==> src/rtl/cc_branch_unit_pkg.sv <==
`default_nettype none
// ============================================================================
//  Module   : cc_branch_unit_pkg
//  Brief    : Shared constants for the condition-code branch unit: condition
//             select encoding, CCR bit positions and FSM state encoding.
//  Revision : 1.0  initial release
// ============================================================================
package cc_branch_unit_pkg;

  // Condition select encoding
  localparam logic [3:0] COND_T  = 4'd0;
  localparam logic [3:0] COND_F  = 4'd1;
  localparam logic [3:0] COND_HI = 4'd2;
  localparam logic [3:0] COND_LS = 4'd3;
  localparam logic [3:0] COND_CC = 4'd4;
  localparam logic [3:0] COND_CS = 4'd5;
  localparam logic [3:0] COND_NE = 4'd6;
  localparam logic [3:0] COND_EQ = 4'd7;
  localparam logic [3:0] COND_VC = 4'd8;
  localparam logic [3:0] COND_VS = 4'd9;
  localparam logic [3:0] COND_PL = 4'd10;
  localparam logic [3:0] COND_MI = 4'd11;
  localparam logic [3:0] COND_GE = 4'd12;
  localparam logic [3:0] COND_LT = 4'd13;
  localparam logic [3:0] COND_GT = 4'd14;
  localparam logic [3:0] COND_LE = 4'd15;

  // Bit positions of the flags inside the CCR
  localparam int CCR_N = 3;
  localparam int CCR_Z = 2;
  localparam int CCR_V = 1;
  localparam int CCR_C = 0;

  // Request sequencing states
  typedef enum logic [1:0] {
    ST_IDLE = 2'd0,
    ST_EVAL = 2'd1,
    ST_RESP = 2'd2
  } state_t;

endpackage
`default_nettype wire

==> src/rtl/cc_branch_unit_cond_eval.sv <==
`default_nettype none
// ============================================================================
//  Module   : cc_cond_eval
//  Brief    : Combinational branch-condition evaluator, (NZVC, cond) -> true.
//  Revision : 1.0  initial release
// ============================================================================
module cc_cond_eval
  import cc_branch_unit_pkg::*;
(
  input  logic [3:0] i_nzvc,
  input  logic [3:0] i_cond,
  output logic       o_cond_true
);

  logic w_n, w_z, w_v, w_c;

  assign w_n = i_nzvc[CCR_N];
  assign w_z = i_nzvc[CCR_Z];
  assign w_v = i_nzvc[CCR_V];
  assign w_c = i_nzvc[CCR_C];

  // Decode the selected condition from the four flags
  always_comb begin
    o_cond_true = 1'b0;
    case (i_cond)
      COND_T:  o_cond_true = 1'b1;
      COND_F:  o_cond_true = 1'b0;
      COND_HI: o_cond_true = ~w_c & ~w_z;
      COND_LS: o_cond_true = w_c | w_z;
      COND_CC: o_cond_true = ~w_c;
      COND_CS: o_cond_true = w_c;
      COND_NE: o_cond_true = ~w_z;
      COND_EQ: o_cond_true = w_z;
      COND_VC: o_cond_true = ~w_v;
      COND_VS: o_cond_true = w_v;
      COND_PL: o_cond_true = ~w_n;
      COND_MI: o_cond_true = w_n;
      COND_GE: o_cond_true = w_n ~^ w_v;
      COND_LT: o_cond_true = w_n ^ w_v;
      COND_GT: o_cond_true = ~w_z & (w_n ~^ w_v);
      COND_LE: o_cond_true = w_z | (w_n ^ w_v);
      default: o_cond_true = 1'b0;
    endcase
  end

endmodule
`default_nettype wire

==> src/rtl/cc_branch_unit.sv <==
`default_nettype none
// ============================================================================
//  Module   : cc_branch_unit
//  Brief    : Condition-code register plus Bcc / DBcc evaluator with
//             valid/ready handshakes on request and response.
//  Revision : 1.0  initial release
// ============================================================================
module cc_branch_unit
  import cc_branch_unit_pkg::*;
#(
  parameter int NBITS = 8
) (
  input  logic             clk,
  input  logic             rst_n,
  input  logic             flag_we,
  input  logic [3:0]       flag_nzvc,
  input  logic             req_valid,
  output logic             req_ready,
  input  logic [3:0]       req_cond,
  input  logic             req_dbcc,
  input  logic [NBITS-1:0] req_count,
  output logic             resp_valid,
  input  logic             resp_ready,
  output logic             resp_taken,
  output logic [NBITS-1:0] resp_count,
  output logic [3:0]       ccr_nzvc
);

  localparam logic [NBITS-1:0] C_ONE = {{(NBITS-1){1'b0}}, 1'b1};

  state_t           r_state;
  state_t           w_next_state;
  logic [3:0]       r_ccr;
  logic [3:0]       r_cond;
  logic             r_dbcc;
  logic [NBITS-1:0] r_count;
  logic             r_taken;
  logic [NBITS-1:0] r_resp_count;
  logic             w_cond_true;
  logic [NBITS-1:0] w_count_dec;

  cc_cond_eval u_cond_eval (
    .i_nzvc      (r_ccr),
    .i_cond      (r_cond),
    .o_cond_true (w_cond_true)
  );

  assign w_count_dec = r_count - C_ONE;

  // CCR follows the ALU flag strobe regardless of request sequencing
  always_ff @(posedge clk or negedge rst_n) begin
    if (!rst_n) begin
      r_ccr <= 4'b0000;
    end else if (flag_we) begin
      r_ccr <= flag_nzvc;
    end
  end

  // State register
  always_ff @(posedge clk or negedge rst_n) begin
    if (!rst_n) begin
      r_state <= ST_IDLE;
    end else begin
      r_state <= w_next_state;
    end
  end

  // Next-state and handshake outputs; a new request is only taken in IDLE
  always_comb begin
    w_next_state = r_state;
    req_ready    = 1'b0;
    resp_valid   = 1'b0;
    case (r_state)
      ST_IDLE: begin
        req_ready = 1'b1;
        if (req_valid) begin
          w_next_state = ST_EVAL;
        end
      end
      ST_EVAL: begin
        w_next_state = ST_RESP;
      end
      ST_RESP: begin
        resp_valid = 1'b1;
        if (resp_ready) begin
          w_next_state = ST_IDLE;
        end
      end
      default: begin
        w_next_state = ST_IDLE;
      end
    endcase
  end

  // Capture the request fields on the accept edge
  always_ff @(posedge clk or negedge rst_n) begin
    if (!rst_n) begin
      r_cond  <= 4'b0000;
      r_dbcc  <= 1'b0;
      r_count <= '0;
    end else if (r_state == ST_IDLE && req_valid) begin
      r_cond  <= req_cond;
      r_dbcc  <= req_dbcc;
      r_count <= req_count;
    end
  end

  // Evaluate against the CCR as it stands during EVAL; hold until next EVAL.
  // DBcc decrements only when the condition is false and stops the loop when
  // the counter wraps from zero to all-ones.
  always_ff @(posedge clk or negedge rst_n) begin
    if (!rst_n) begin
      r_taken      <= 1'b0;
      r_resp_count <= '0;
    end else if (r_state == ST_EVAL) begin
      if (!r_dbcc) begin
        r_taken      <= w_cond_true;
        r_resp_count <= r_count;
      end else if (w_cond_true) begin
        r_taken      <= 1'b0;
        r_resp_count <= r_count;
      end else begin
        r_taken      <= ~(&w_count_dec);
        r_resp_count <= w_count_dec;
      end
    end
  end

  assign resp_taken = r_taken;
  assign resp_count = r_resp_count;
  assign ccr_nzvc   = r_ccr;

endmodule
`default_nettype wire

==> config.mk <==
export PLATFORM = sky130hd
export DESIGN_NAME = cc_branch_unit
export DESIGN_NICKNAME = d
export VERILOG_FILES = /design/src/rtl/cc_branch_unit_pkg.sv /design/src/rtl/cc_branch_unit_cond_eval.sv /design/src/rtl/cc_branch_unit.sv
export SDC_FILE = /design/constraint.sdc
export NUM_CORES = 1
export LEC_CHECK = 0
export ABC_AREA = 1
export BUFFER_PORTS_ARGS = -buffer_cell sky130_fd_sc_hd__buf_2
export CAP_MARGIN = 20
export CELL_PAD_IN_SITES_DETAIL_PLACEMENT = 2
export CELL_PAD_IN_SITES_GLOBAL_PLACEMENT = 2
export CORE_AREA = 2 2 63 89
export DETAILED_ROUTE_END_ITERATION = 8
export DIE_AREA = 0 0 65 91
export PLACE_DENSITY = 0.83
export SYNTH_ARGS = -nofsm -noshare
export SYNTH_HDL_FRONTEND = slang
export SYNTH_SLANG_ARGS = --single-unit
==> constraint.sdc <==
create_clock -name clk -period 2.2 [get_ports clk]
set_input_delay 0.33 -clock clk [delete_from_list [all_inputs] [get_ports clk]]
set_output_delay 0.33 -clock clk [all_outputs]
set_load 0.02 [all_outputs]
# Yosys cells after proc, flatten, opt, wreduce, memory -nomap -nowiden
# Index checks and enable logic that the tools add are counted.
# totals
rom_bits	0
n_memories	0
ram_bits	0
out_inout_bits	15
ff_bits	28
latchBits	0
# classes
n_reduce_logical	5
eq_ne	19
bitwise	11
muxes	10
magnitude_cmp	0
addsub	1
n_div	0
mul	0
shifts	0
# op_table
operator	n
4-bit equality test, second input constant	8
4-bit by 3-bit equality test with 1-bit output, second input constant	4
8-bit two-way mux	2
1-bit case mux with 16 select lines	1
4-bit by 2-bit equality test with 1-bit output, second input constant	2
8-bit AND reduction	1
8-bit by 1-bit subtractor with 8-bit output, second input constant	1
2-bit case mux with 3 select lines	1
1-bit inverter	5
4-bit by 1-bit equality test with 1-bit output, second input constant	1
4-bit zero test	1
1-bit two-way mux	4
2-bit two-way mux	2
2-bit != test, second input constant	2
1-bit bitwise AND	2
2-bit by 1-bit equality test with 1-bit output, second input constant	1
2-bit equality test, second input constant	1
2-bit zero test	1
1-bit bitwise OR	2
2-bit AND reduction	1
1-bit logical AND	1
1-bit bitwise XNOR	1
1-bit bitwise XOR	1

# Logic depth before layout (Yosys ltp)
# logic_depth
word_depth	5
depth_mapped	14
mapped_depth_nobuf	13

# By module
# A second synthesis with hierarchy kept.
# unflattened
cells_unflattened	205
hier_area_um2	1519.0
# by_module_without_submodules
module	instances	seq_area_each_um2	cells_per_inst	area_per_inst_um2
cc_branch_unit	1	700.7	154	1306.3
cc_cond_eval	1	0.0	51	212.7

# Least setup slack after synthesis
# No wires, ideal clock.
# synth_path
path_type	reg2reg
startpoint	register r_count[0]
endpoint	register r_taken, in the netlist resp_taken
setup_time_ps	118
slack_ps	724
stages_incl_launch_ff	12
period_less_slack_ps	1476
arrival_time_ps	1357
n_path_buf	0
cell_sequence	dfrtp_1 -> inv_1 -> ha_1 -> inv_1 -> nor2_1 -> nand4_1 -> nand2_1 -> nand3_1 -> nor2_1 -> nor2_2 -> nor2_1 -> nor2_1
# synth_between
elab_chain_cells	5
# synth_rtl
item	line_no	source
start, declared	cc_branch_unit.sv:36	logic [NBITS-1:0] r_count;
start signal, assigned	cc_branch_unit.sv:104	r_count <= req_count;
8-bit by 1-bit subtractor with 8-bit output	cc_branch_unit.sv:48	assign w_count_dec = r_count - C_ONE;
8-bit AND reduction	cc_branch_unit.sv:123	r_taken <= ~(&w_count_dec);
1-bit inverter	cc_branch_unit.sv:123	
1-bit two-way mux	cc_branch_unit.sv:119	end else if (w_cond_true) begin
1-bit two-way mux	cc_branch_unit.sv:116	if (!r_dbcc) begin
end signal, assigned	cc_branch_unit.sv:117	r_taken <= w_cond_true;
end signal, assigned	cc_branch_unit.sv:123	
end, declared	cc_branch_unit.sv:37	logic r_taken;
# No other way between the ends.
# A chain may end at the register's enable or synchronous reset.

# Worst setup path in the final report
# layout_path
startpoint	register r_cond[0]
endpoint	register r_taken, in the netlist resp_taken
# layout_between
elab_chain_cells	4
# layout_rtl
item	line_no	source
start, declared	cc_branch_unit.sv:34	logic [3:0] r_cond;
start signal, assigned	cc_branch_unit.sv:102	r_cond <= req_cond;
4-bit equality test, or another cell as far along	cc_branch_unit_cond_eval.sv:25	case (i_cond)
1-bit case mux with 16 select lines (*)	cc_branch_unit_cond_eval.sv:25	
1-bit two-way mux	cc_branch_unit.sv:119	
1-bit two-way mux (*)	cc_branch_unit.sv:116	
# Mark *: on every way between the ends. The rest lies on a longest branch, timed or not.

==> impl_metrics.py <==
metrics = {
    "status": {
        "status": "complete, no violations",
    },
    "timing": {
        "finalWorstSetupSlack_ns": 0.315,
        "finalCritPeriodShare": 0.857,
        "worst_pin_slew_ns": 0.643,
        "finalCriticalPeriod_ns": 1.88,
        "skew_ns": 0.00593,
        "slew_headroom": 0.572,
        "fin_setup_tns_ns": 0,
        "slew_viol_final": 0,
        "finalSetupViolations": 0,
        "max_freq_mhz": 531,
        "hold_violations": 0,
        "rsz0062_at_grt": "false",
    },
    "final_layout": {
        "nNetsFinal": 281,
        "n_fill_cell": 646,
        "antennaDiodeCount": 0,
        "area_growth_pct": 18.3,
        "multiInputGateArea_um2": 728,
        "layout-drive-gt1-share": 0.195,
        "fin_area_um2": 1840,
        "fin_util": 0.362,
        "instances_no_fill": 322,
        "register_area_um2": 701,
    },
    "clock_network": {
        "cts.htree.levels": 1,
        "cts.path.max_buffers": 2,
        "cts_tree": "yes",
        "cts-root-buf": "clkbuf_8",
        "clock_sinks": 28,
        "path_clk_slew_ns": 0.10,
        "hold_buffers": 0,
        "cts_setup_buffers": 0,
        "clk_latency_ns": 0.28,
        "cts_buffers": 3,
        "post_cts_resized": 0,
    },
    "setup_path": {
        "cpMostUsedCell": "nand2_1",
        "cpPeakStageDelay_ns": 0.46,
        "cp_data_arrival_time_ns": 2.05,
        "crit_family": "simple AND/OR/NAND/NOR gates",
        "start_kind": "flip-flop",
        "cp.depth": 10,
        "endpoint_kind": "flip-flop",
        "critPathKind": "reg -> reg",
        "cp_cell_sequence": "inv_2 -> nand2_1 -> nand2_1 -> nand2_1 -> nand3_1 -> nand3_1 -> nand3_2 -> nor2_2 -> nor2_1 -> nor2_1",
        "worst-path-buf-inv": 1,
        "cpMaxStageDelayCell": "dfrtp_1",
        "crit_required_ns": 2.37,
        "reg2reg_depth": 10,
        "worstPathMaxFanout": 11,
    },
    "pwr": {
        "ir_drop_mv": 0.374,
        "p_leak_nw": 1.00,
        "power.density_nw_per_um2": 1440,
    },
    "job": {
        "drv_cap": 0,
    },
    "global_route": {
        "overflow": 0,
        "grt_max_degree": 29,
        "grt_pass1_wl_mm": 7.91,
        "antenna_found_initial": 0,
        "gr-usage-all-layers": 0.169,
        "grt_pass1_vias": 1735,
    },
    "placement": {
        "hpwlAfterDp_mm": 3.53,
        "place_area_um2": 1800,
        "dpl_worst_slack_ns": 0.332,
        "dp.cells": 319,
        "place.gp.congestion": 0.841,
        "port_buffers": 36,
    },
    "drt": {
        "drt_wl_total_mm": 4.39,
        "first_pass_iters": 4,
        "via_count": 1544,
        "dr.first_iter.drc_count": 20,
        "via_per_inst": 4.80,
        "drtAntennaViolNets": 0,
        "wl_per_cell_um": 13.6,
        "drcViolationCount": 0,
    },
    "floorplan": {
        "core_um2": 5080,
        "die_y_um": 91,
        "start_util": 0.306,
        "fp.dieArea_um2": 5920,
        "fp-row-count": 31,
        "dieWidth_um": 65,
        "io_pins": 37,
    },
    "yosys": {
        "ys_seq_elements": 28,
        "synthDistinctLibCells": 18,
        "synthTopCellsByArea": "dfrtp_1 45%, nand2_1 20%, nand3_1 7.1%, o21ai_0 6.1%, inv_1 5.1%",
        "synth_area_um2": 1560,
        "seq_area_frac_synth": 0.450,
        "yosysWarnings": 0,
        "syn_inst": 220,
        "syn-num-nets": 243,
        "synth_top_area_share": 0.450,
        "syn_area_per_cell_um2": 7.07,
        "yosys.area.top_type": "dfrtp_1",
    },
    "worst_hold_path": {
        "hold_class": "in -> async",
    },
}
==> per-layer routing <==
metal | global-route usage | vias up | share of wire
met4 | 0.0479 | 0 | 0.012
met2 | 0.335 | 27 | 0.57
met3 | 0.0161 | 5 | 0.024
met5 | 0 | - | 0
met1 | 0.182 | 739 | 0.39
li1 | - | 773 | -
==> synth_stat cells, drive strengths merged <==
cell type and n:
nor2 20, nand3 24, inv 23, ha 1, clkinv 2, o21ai 19
nand4 10, xor2 1, nand2 87, buf 3, clkbuf 2, dfrtp 28
==> layout by cell type, fill, tap and decap left out <==
cell type / instances
nand3_2: 2
nor2_4: 1
nor2_1: 18
nor2_2: 1
buf_4: 2
dfrtp_1: 28
nand4_1: 10
xor2_1: 1
ha_1: 1
nand2_2: 3
inv_2: 2
inv_1: 21
nand2_1: 84
clkbuf_8: 3
buf_2: 36
o21ai_0: 19
nand3_1: 22
clkinv_1: 2
==> sequential cells by signal (all words and copies together) (netlist names) <==
name        flops
resp_count      8
r_dbcc          1
r_state         2
r_cond          4
r_count         8
ccr_nzvc        4
resp_taken      1
==> per-stage QoR <==
stage                     hold WS (ns)  power, mW
after floorplan                 0.0344       1.99
after global placement           0.407       2.33
after detailed placement         0.408       2.40
after CTS                       0.0990       2.71
after global routing             0.102       2.96
final                           0.0621       2.65
==> cell families (layout without fill, tap and decap cells) <==
kind of cell,count (synthesis),after routing,synth area share
flops,28,28,0.450
xor+xnor,1,1,0.00563
compound gates,19,19,0.0611
buf+inv,30,66,0.0820
fa+ha+maj,1,1,0.00804
simple gates,141,141,0.393
==> worst paths after layout <==
check,endpoint,slack (ns),startpoint
max,resp_taken,0.32,r_cond[0]
min,r_cond[1],0.06,rst_n
max reg2reg,resp_taken,0.32,r_cond[0]
min reg2reg,resp_count[1],0.48,resp_count[1]
max in group asynchronous,r_count[0],1.71,rst_n
min in group clk,r_cond[0],0.25,req_cond[0]
==> area by class of cell <==
type / instances / area share
sequential: 28 / 0.380
timing repair buffer: 38 / 0.106
tap: 66 / 0.0448
multi-input combinational: 162 / 0.395
clock buffer: 3 / 0.0224
inverter: 25 / 0.0510
==> power breakdown <==
group          switching (mW)  internal [mW]  total (mW)
registers               0.199          0.729       0.928
logic                   0.977          0.460        1.44
clock network           0.163          0.123       0.286
No activity file was read; power rests on OpenSTA's default activity.
